**config.mk**
```make
export PLATFORM = sky130hd
export DESIGN_NAME = sipo_packer
export DESIGN_NICKNAME = d
export VERILOG_FILES = /design/src/rtl/sipo_pkg.sv /design/src/rtl/sipo_packer.sv
export SDC_FILE = /design/constraint.sdc
export NUM_CORES = 1
export LEC_CHECK = 0
export ABC_AREA = 1
export BUFFER_PORTS_ARGS = -buffer_cell sky130_fd_sc_hd__buf_2
export CORE_AREA = 2 2 53 104
export CTS_BUF_LIST = sky130_fd_sc_hd__clkbuf_8
export DETAILED_ROUTE_END_ITERATION = 7
export DIE_AREA = 0 0 55 106
export PLACE_DENSITY = 0.74
export SETUP_SLACK_MARGIN = 0.3
export SLEW_MARGIN = 10
export SYNTH_ARGS = -nofsm -noshare
export SYNTH_HDL_FRONTEND = slang
export SYNTH_SLANG_ARGS = --single-unit
```
**constraint.sdc**
```tcl
create_clock -name i_clk -period 5.13 [get_ports i_clk]
set_input_delay 0.7695 -clock i_clk [delete_from_list [all_inputs] [get_ports i_clk]]
set_output_delay 0.7695 -clock i_clk [all_outputs]
set_load 0.01 [all_outputs]
```
**src/rtl/sipo_pkg.sv**
```systemverilog
// Shared types and defaults for the serial-in / parallel-out beat packer.
package sipo_pkg;

  typedef enum logic [1:0] {
    ST_EMPTY = 2'd0,
    ST_FILL  = 2'd1,
    ST_PEND  = 2'd2
  } sipo_state_e;

  localparam int DEF_DATA_IN_W  = 2;
  localparam int DEF_DATA_OUT_W = 16;
  localparam bit DEF_MSB_FIRST  = 1'b0;

  // Width needed to count 0..depth inclusive.
  function automatic int len_w(input int depth);
    return $clog2(depth + 1);
  endfunction

endpackage

```
**src/rtl/sipo_packer.sv**
```systemverilog
// Packs DATA_IN_W-bit beats into DATA_OUT_W-bit words with flush support and
// one-word skid (assembly buffer holds a closed word while the output is blocked).
//
// state    | meaning
// ---------+----------------------------------------------------------
// ST_EMPTY | cnt == 0, no beats assembled
// ST_FILL  | 0 < cnt < DEPTH, partial word assembling
// ST_PEND  | closed word held in assembly buffer, o_ready low
module sipo_packer
  import sipo_pkg::*;
#(
  parameter int DATA_IN_W  = DEF_DATA_IN_W,
  parameter int DATA_OUT_W = DEF_DATA_OUT_W,
  parameter bit MSB_FIRST  = DEF_MSB_FIRST,
  localparam int DEPTH     = DATA_OUT_W / DATA_IN_W,
  localparam int LEN_W     = len_w(DEPTH)
) (
  input  logic                  i_clk,
  input  logic                  i_rst,
  input  logic                  i_valid,
  output logic                  o_ready,
  input  logic [DATA_IN_W-1:0]  i_data,
  input  logic                  i_flush,
  output logic                  o_valid,
  input  logic                  i_ready,
  output logic [DATA_OUT_W-1:0] o_data,
  output logic [LEN_W-1:0]      o_len
);

  if (((DATA_OUT_W % DATA_IN_W) != 0) || (DEPTH < 2)) begin : g_bad_params
    $error("sipo_packer: DATA_OUT_W must be a multiple of DATA_IN_W with DEPTH >= 2");
  end

  sipo_state_e           state_q, state_d;
  logic [LEN_W-1:0]      cnt_q, cnt_d;
  logic [LEN_W-1:0]      pend_len_q, pend_len_d;
  logic [DATA_OUT_W-1:0] asm_q, asm_d;
  logic                  out_valid_q, out_valid_d;
  logic [DATA_OUT_W-1:0] out_data_q, out_data_d;
  logic [LEN_W-1:0]      out_len_q, out_len_d;

  logic                  ready;
  logic                  accept;
  logic [LEN_W-1:0]      beats;
  logic [DATA_OUT_W-1:0] asm_word;
  logic                  close;
  logic                  out_free;
  logic                  consumed;

  always_comb begin
    ready    = (state_q != ST_PEND) & ~i_rst;
    accept   = i_valid & ready;
    beats    = cnt_q + LEN_W'(accept);
    out_free = ~out_valid_q | i_ready;
    consumed = out_valid_q & i_ready;

    asm_word = asm_q;
    for (int k = 0; k < DEPTH; k++) begin
      if (accept && (cnt_q == LEN_W'(k))) begin
        asm_word[(MSB_FIRST ? (DEPTH - 1 - k) : k) * DATA_IN_W +: DATA_IN_W] = i_data;
      end
    end

    // Flush only closes a word that actually holds at least one beat.
    close = (accept & (cnt_q == LEN_W'(DEPTH - 1)))
          | (i_flush & ready & (beats != '0));
  end

  always_comb begin
    state_d     = state_q;
    cnt_d       = cnt_q;
    pend_len_d  = pend_len_q;
    asm_d       = asm_q;
    out_valid_d = out_valid_q;
    out_data_d  = out_data_q;
    out_len_d   = out_len_q;

    if (consumed) begin
      out_valid_d = 1'b0;
      out_data_d  = '0;
      out_len_d   = '0;
    end

    unique case (state_q)
      ST_PEND: begin
        if (consumed) begin
          out_valid_d = 1'b1;
          out_data_d  = asm_q;
          out_len_d   = pend_len_q;
          asm_d       = '0;
          pend_len_d  = '0;
          cnt_d       = '0;
          state_d     = ST_EMPTY;
        end
      end
      default: begin
        if (close && out_free) begin
          out_valid_d = 1'b1;
          out_data_d  = asm_word;
          out_len_d   = beats;
          asm_d       = '0;
          cnt_d       = '0;
          state_d     = ST_EMPTY;
        end else if (close) begin
          asm_d      = asm_word;
          pend_len_d = beats;
          cnt_d      = LEN_W'(DEPTH);
          state_d    = ST_PEND;
        end else begin
          asm_d   = asm_word;
          cnt_d   = beats;
          state_d = (beats == '0) ? ST_EMPTY : ST_FILL;
        end
      end
    endcase
  end

  always_ff @(posedge i_clk) begin
    if (i_rst) begin
      state_q     <= ST_EMPTY;
      cnt_q       <= '0;
      pend_len_q  <= '0;
      asm_q       <= '0;
      out_valid_q <= 1'b0;
      out_data_q  <= '0;
      out_len_q   <= '0;
    end else begin
      state_q     <= state_d;
      cnt_q       <= cnt_d;
      pend_len_q  <= pend_len_d;
      asm_q       <= asm_d;
      out_valid_q <= out_valid_d;
      out_data_q  <= out_data_d;
      out_len_q   <= out_len_d;
    end
  end

  assign o_ready = ready;
  assign o_valid = out_valid_q;
  assign o_data  = out_data_q;
  assign o_len   = out_len_q;

endmodule

```
==> flow_summary.ini, run 1 <==
[cells_and_area]
drive_above_1_share_pct = 14.7
n_antenna_cell = 0
nets = 450
synthToLayoutAreaGrowth_pct = 6.45

[cts]
ctsHtreeMaxLevel = 2
clockBufferDepth = 2
cts_root_buf = clkbuf_8
clkTransAtPathRegs_ns = 0.09
post-cts-setup-buffers = 0
clk-insertion-delay-late_ns = 0.31
numCtsBuffers = 5
ctsHoldBuffers = 0
cts_tree = yes
cts_resized = 0
clkSinkCount = 47

[critical_path]
end_kind = flip-flop
worst-setup-path-type = in -> reg
cp.arrival_ns = 3.67
cp.required_ns = 5.38
crit_fanout = 38
start_kind = input port

[detailed_routing]
viasPerCell = 5.35
wl_per_cell_um = 12.8
drt_iter0_drc = 111
drtAntennaViolNets = 0
drt_wl_total_mm = 6.38
drt_first_pass_iters = 4
vias = 2677
drc = 0

[die]
num_io_pins = 29
dieArea_mm2 = 0.00583
die_h_um = 106
core_mm2 = 0.00509
start_util_pct = 53.4
die_w_um = 55
std_cell_rows = 37

[job]
maxCapViolations = 0

[yosys]
synth_compound_area_share_pct = 13.9
yosysSeqAreaShare_pct = 34.6
post_synth_mux_area_share_pct = 0
ys_warn_count = 0
syn_nets = 438
yosys.area_share.simple_pct = 38.6
avgSynthCellArea_um2 = 6.33
netlist_area_mm2 = 0.00272
synthDistinctLibCells = 25
synth_fa_ha_area_share_pct = 0.921
syn_inst = 429
synth_xor_area_share_pct = 0
ys_seq_elements = 47
synth_top_family_by_area = simple AND/OR/NAND/NOR gates

[sta]
layout_min_cycle_time_ns = 3.42
drv_slew = 0
layout_setup_ws_ns = 1.71
fin_crit_sh_pct = 66.7
hold_viol_final = 0
max-slew-margin-rel_pct = 41.3
worstMarginPinSlew_ns = 0.878
final.setup_skew_ns = 0.00489
grt_setup_unrepaired = false
finalSetupTns_ns = 0
fmax_mhz = 292
setup-violations-final = 0

[global_route]
grt_max_degree = 39
grt_overflow = 0
grtUsageTotal_pct = 24.8
grt_pass1_wl_mm = 10.7
antenna_found_initial = 0
grt_pass1_vias = 2370

[placed_design]
dpl.hpwl_mm = 4.36
gp_congestion = 0.879
port_buffers = 28
dp_slack_ns = 1.38

[pwr]
peakVddDrop_uv = 216
p_total_mw = 0.664
p_leak_nw = 1.33
cellPowerDensity_mw_per_mm2 = 229

[run_status]
status = completed

[min_path]
min_path_type = reg -> reg
## worst paths after layout
path	from	to	slack, ns	cells past startpoint
setup / recovery	i_rst	asm_q[11]$_SDFFE_PP0P_	1.71	14
hold / removal	asm_q[15]$_SDFFE_PP0P_	asm_q[15]$_SDFFE_PP0P_	0.47	2
setup reg to reg	state_q[0]$_SDFFE_PP0P_	asm_q[11]$_SDFFE_PP0P_	2.05	14
hold reg to reg	asm_q[15]$_SDFFE_PP0P_	asm_q[15]$_SDFFE_PP0P_	0.47	2
## synthesized netlist by cell type
master	count	area (µm²)
o21ai_0	16	80.1
dfxtp_1	47	941
o2bb2ai_1	1	8.76
ha_1	2	25.0
nor2_1	55	206
o31ai_1	7	52.6
buf_2	1	5.00
buf_6	5	56.3
inv_2	4	15.0
a31oi_1	1	6.26
buf_1	3	11.3
a21oi_2	12	105
nand2_2	4	25.0
inv_1	44	165
clkbuf_1	15	56.3
nand2_1	118	443
nand3_1	55	275
buf_4	2	15.0
or2_1	1	6.26
nand2_4	2	22.5
nand3_2	1	10.0
nand3_4	1	17.5
nand4_1	5	31.3
a21oi_1	25	125
nor2_2	2	12.5
## worst max-delay path, stage by stage
cell and delay (ns):
buf_2 0.11, inv_2 0.17, nand3_2 0.37, inv_2 0.20, ha_1 0.20, ha_1 0.28
or2_1 0.23, nor2_2 0.11, nand2_2 0.08, nand2_4 0.09, nand2_4 0.26, nand2_2 0.49
nand3_1 0.13, a21oi_1 0.15
## through the flow
step,instances,hold WS (ns),cell area (µm²),utilization (%)
after global routing,500,0.500,2890,56.8
after global placement,492,0.452,2810,55.2
after CTS,500,0.472,2890,56.8
after detailed placement,492,0.459,2810,55.2
after floorplan,429,0.445,2720,-
final,500,0.473,2890,56.8
## kinds of logic after synthesis
family                   after synthesis
AND/OR/NAND/NOR                      244
buffers and inverters                 74
AO/OA/AOI/OAI                         62
flip-flops                            47
adder cells (fa/ha/maj)                2
## where the power goes
group | leakage, nW | switching, mW | internal, mW
logic | 0.905 | 0.0483 | 0.0174
registers | 0.379 | 0.00396 | 0.369
clock network | 0.0477 | 0.131 | 0.0936
## layout make-up
type / instances / area [µm²]
clock buffers: 5 / 68.8
clock inverters: 3 / 15.0
fillers: 532 / 2200
inverters: 48 / 180
multi-input cells: 308 / 1450
flip-flops and latches: 47 / 941
well taps: 58 / 72.6
repair buffers: 31 / 163
## layer usage
layer,track usage (%),part of all wire (%)
met5,0,0
met4,11.8,3.8
met3,4.49,4.0
met2,41.8,53
met1,28.6,40
## layout by cell type (no fill, tap or decap)
master,synthesis,routed
nor2_1,55,55
nand4_1,5,5
inv_1,44,44
nor2_2,2,2
buf_4,2,3
nand2_4,2,2
nand3_4,1,1
a31oi_1,1,1
o21ai_0,16,16
nand3_1,55,55
or2_1,1,1
o2bb2ai_1,1,1
ha_1,2,2
clkbuf_8,0,5
o31ai_1,7,7
inv_2,4,4
a21oi_1,25,25
dfxtp_1,47,47
buf_2,1,28
nand2_2,4,4
nand2_1,118,118
clkinv_2,0,3
nand3_2,1,1
a21oi_2,12,12
Note: power is estimated with default switching activity, not from simulation.
==> run 2, diff against run 1 <==
Settings changed: CORE_AREA 2 2 53 104 to 2 2 53 105, DIE_AREA 0 0 55 106 to 0 0 55 107, PLACE_DENSITY 0.74 to 0.76.
Clock period 5.13 ns to 2.8 ns, I/O delays scaled along.
==> flow_summary.ini, run 2 (synthesized netlist as in run 1, its figures left out) <==
[cts]
cts_root_buf = clkbuf_8
ctsHoldBuffers = 0
numCtsBuffers = 5
clkSinkCount = 47
ctsHtreeMaxLevel = 2
clk-insertion-delay-late_ns = 0.32
clockBufferDepth = 2
clkTransAtPathRegs_ns = 0.08
post-cts-setup-buffers = 0
cts_tree = yes

[critical_path]
slowest_stage = dfxtp_1
crit_chain = inv_1 > nand2_2 > nand3_2 > inv_2 > ha_1 > ha_4 > or2_1 > nor2_2 > nand2_2 > nand2_4 > nand2_8 > buf_12 > nand3_1 > nand2_1 > nor2_1 > nor2_1
start_kind = flip-flop
crit_fanout = 24
end_kind = flip-flop
cp.required_ns = 3.00
cp.arrival_ns = 2.49
max_stage_delay_ns = 0.32
worst-setup-path-type = reg -> reg
path_delay_family = simple AND/OR/NAND/NOR gates
critPathBufInv = 3

[cells_and_area]
final_common_cell = nand2_1
drive_above_1_share_pct = 15.9
n_antenna_cell = 0
synthToLayoutAreaGrowth_pct = 9.99
nets = 456
mostFrequentLayoutCells = nand2_1, nand3_1, nor2_1
fin_util_pct = 58.7

[global_route]
grt_max_degree = 39
use_met2_pct = 42.3
grt_pass1_vias = 2544
gr-usage-met3_pct = 5.01
grtUsageTotal_pct = 25.3
grt_overflow = 0
grt_busiest_layer = met2
antenna_found_initial = 0
grt_pass1_wl_mm = 11.1
grt_use_met1_pct = 26.8

[sta]
max-slew-margin-rel_pct = 66.3
final.setup_skew_ns = 0.00290
drv_slew = 0
hold_viol_final = 0
finalSetupTns_ns = 0
layout_min_cycle_time_ns = 2.29
fin_crit_sh_pct = 81.9
fmax_mhz = 436
worstMarginPinSlew_ns = 0.505
layout_setup_ws_ns = 0.508
grt_setup_unrepaired = false
setup-violations-final = 0

[detailed_routing]
viasPerCell = 5.49
drt_first_pass_iters = 4
drt_iter0_drc = 93
drt_wl_total_mm = 6.58
wl_per_cell_um = 13.0
drc = 0
vias = 2770
drtAntennaViolNets = 0

[placed_design]
gp_congestion = 0.874
port_buffers = 28
dp_slack_ns = 0.128
dpl.hpwl_mm = 4.47

[die]
core_mm2 = 0.00509
die_h_um = 107
start_util_pct = 53.4
num_io_pins = 29
std_cell_rows = 37
die_w_um = 55
dieArea_mm2 = 0.00589

[pwr]
peakVddDrop_uv = 499
cellPowerDensity_mw_per_mm2 = 418
p_leak_nw = 1.37

[run_status]
status = completed

[min_path]
min_path_type = in -> reg

[job]
maxCapViolations = 0
## run 2: final timing paths
check / cells past startpoint / end / slack (ns) / from
worst max-delay path: 16 / flip-flop / 0.51 / state_q[0]$_SDFFE_PP0P_
worst min register to register: 2 / asm_q[15]$_SDFFE_PP0P_ / 0.47 / asm_q[15]$_SDFFE_PP0P_
worst max register to register: 16 / flip-flop / 0.51 / state_q[0]$_SDFFE_PP0P_
worst min-delay path: 4 / state_q[0]$_SDFFE_PP0P_ / 0.38 / i_flush
## run 2: metal layers
metal	part of all wire [%]	vias up
li1	-	1401
met4	4.2	0
met3	3.9	22
met1	38	1280
met2	53	67
met5	0	-
## run 2: cell type report
type / count / area [µm²]
Clock buffer: 6 / 82.6
Clock inverter: 1 / 5.00
Fill cell: 518 / 2100
Inverter: 48 / 180
Multi-Input combinational cell: 308 / 1490
Sequential cell: 47 / 941
Tap cell: 58 / 72.6
Timing Repair Buffer: 37 / 220
## run 2: through the flow
| stage | cells | instance area, µm² | hold WS (ns) | total power, mW |
|---|---|---|---|---|
| 2_1_floorplan | 429 | 2720 | 0.445 | 0.798 |
| 3_3_place_gp | 498 | 2850 | 0.454 | 0.822 |
| 3_5_place_dp | 498 | 2850 | 0.460 | 0.825 |
| 4_1_cts | 505 | 2950 | 0.378 | 1.25 |
| 5_1_grt | 505 | 2990 | 0.425 | 1.30 |
| 6_report | 505 | 2990 | 0.379 | 1.25 |
## run 2: worst min-delay path, stage by stage
cell     delay [ns]
buf_2          0.08
inv_1          0.04
nand4_1        0.08
inv_1          0.04
## run 2: timing repair
item                                    in CTS  in global routing
gates resized for setup                      1                  6
hold endpoints to repair                     0                  0
endpoints found under the setup margin      20                 35
pin swaps                                    0                  0
## run 2: where the power goes
part	total (mW)	internal [mW]	switching (mW)
clock network	0.431	0.194	0.237
registers	0.683	0.676	0.00733
logic	0.134	0.0407	0.0936
==> run 3, diff against run 2 <==
Settings changed: CORE_AREA 2 2 53 105 to 2 2 53 104, DIE_AREA 0 0 55 107 to 0 0 55 106, PLACE_DENSITY 0.76 to 0.74.
Clock period 2.8 ns to 2.2 ns, I/O delays scaled along.
==> flow_summary.ini, run 3 (synthesized netlist as in run 1, its figures left out) <==
[run_status]
status = completed

[placed_design]
dpl.hpwl_mm = 4.89
gp_congestion = 0.857
port_buffers = 28

[cts]
clockBufferDepth = 2
cts_root_buf = clkbuf_8
ctsHtreeMaxLevel = 2
ctsHoldBuffers = 0
clkTransAtPathRegs_ns = 0.08
cts_tree = yes
numCtsBuffers = 5
clk-insertion-delay-late_ns = 0.32
clkSinkCount = 47

[detailed_routing]
drt_wl_total_mm = 8.23
drtAntennaViolNets = 0
vias = 2998
drt_iter0_drc = 141
drt_first_pass_iters = 6
viasPerCell = 5.57
drc = 0
wl_per_cell_um = 15.3

[sta]
fmax_mhz = 472
fin_crit_sh_pct = 96.3
setup-violations-final = 0
final.setup_skew_ns = 0.0142
finalSetupTns_ns = 0
worstMarginPinSlew_ns = 0.440
max-slew-margin-rel_pct = 70.6
hold_viol_final = 0
grt_setup_unrepaired = true
layout_min_cycle_time_ns = 2.12
drv_slew = 0

[die]
num_io_pins = 29
start_util_pct = 53.4
std_cell_rows = 37
die_w_um = 55
core_mm2 = 0.00509
die_h_um = 106
dieArea_mm2 = 0.00583

[pwr]
cellPowerDensity_mw_per_mm2 = 545
p_leak_nw = 1.64
peakVddDrop_uv = 541

[cells_and_area]
synthToLayoutAreaGrowth_pct = 31.7
final_common_cell = nand2_1
n_antenna_cell = 0
fin_util_pct = 70.3
drive_above_1_share_pct = 27.1
final.fill_count = 438
mostFrequentLayoutCells = nand2_1, nor2_1, dfxtp_1
nets = 488

[global_route]
grt_pass1_wl_mm = 12.7
grtUsageTotal_pct = 29.4
grt_pass1_vias = 2812
antenna_found_initial = 0
grt_max_degree = 39
grt_overflow = 0

[critical_path]
cp.required_ns = 2.41
end_kind = flip-flop
crit_chain = inv_1 > nand2_2 > nand3_4 > inv_4 > ha_4 > ha_4 > or2_1 > nor2_2 > nand2_2 > buf_4 > buf_6 > buf_4 > buf_4 > buf_6 > nand4_1 > inv_1
crit_top_cell = buf_4
crit_fanout = 2
max_stage_delay_ns = 0.32
slowest_stage = dfxtp_1
start_kind = flip-flop
worst-setup-path-type = reg -> reg
cp.arrival_ns = 2.33

[min_path]
min_path_type = in -> reg

[job]
maxCapViolations = 0
==> run 3: cell types whose count changed in the layout (fill, tap and decap cells not counted), sizes merged <==
cell	before	now
clkbuf	6	8
inv	48	49
buf	37	66
bufinv	0	2
clkinv	1	0
==> run 3: worst paths after layout <==
kind                                         startpoint  depth (start not counted)                       to  slack, ns
worst max-delay path            state_q[0]$_SDFFE_PP0P_                         16  state_q[0]$_SDFFE_PP0P_       0.08
worst min-delay path                            i_flush                          4  state_q[0]$_SDFFE_PP0P_       0.31
worst max register to register  state_q[0]$_SDFFE_PP0P_                         16  state_q[0]$_SDFFE_PP0P_       0.08
worst min register to register   asm_q[15]$_SDFFE_PP0P_                          2   asm_q[15]$_SDFFE_PP0P_       0.48
==> run 3: worst max-delay path: cells and delay by family (launching register included) <==
kind	cells	cell delay (ns)
buffers and inverters	8	0.73
adder cells (fa/ha/maj)	2	0.32
flip-flops	1	0.32
AND/OR/NAND/NOR	6	0.64
==> run 3: repair_timing <==
item	4_1_cts	5_1_grt
gates resized for setup	16	27
pin swaps	4	27
setup endpoints to repair	43	47
setup buffers	14	4
endpoints found under the hold margin	0	0
gates cloned	3	3
==> run 3: layer usage <==
layer  share of wire, %  vias to the layer above  global-route usage (%)
met1                 36                     1385                    33.1
met2                 54                      113                    49.4
met4                4.5                        0                    15.7
li1                   -                     1468                       -
met3                5.2                       32                    5.34
met5                  0                        -                       0
==> run 3: power by group <==
part / switching, mW / internal, mW
Sequential: 0.00904 / 0.860
Clock: 0.316 / 0.450
Combinational: 0.170 / 0.143
==> run 3: cell type report <==
| cell class | instances | area, µm² | area share (%) |
|---|---|---|---|
| repair buffers | 69 | 616 | 17.2 |
| inverters | 48 | 188 | 5.24 |
| clock inverters | 3 | 63.8 | 1.78 |
| clock buffers | 5 | 68.8 | 1.92 |
| flip-flops and latches | 47 | 942 | 26.3 |
| multi-input cells | 308 | 1630 | 45.5 |
| well taps | 58 | 72.6 | 2.03 |
==> run 3: stage by stage <==
step	hold WS [ns]	cells	power (mW)	setup WS, ns	area (µm²)
global placement	0.459	506	1.08	0.0517	2980
finish	0.310	538	1.95	0.0824	3580
global route	0.316	538	2.00	0.00261	3580
CTS	0.292	531	1.90	0.158	3360
detailed placement	0.468	506	1.08	0.0189	2980
floorplan	0.445	429	1.02	0.183	2770
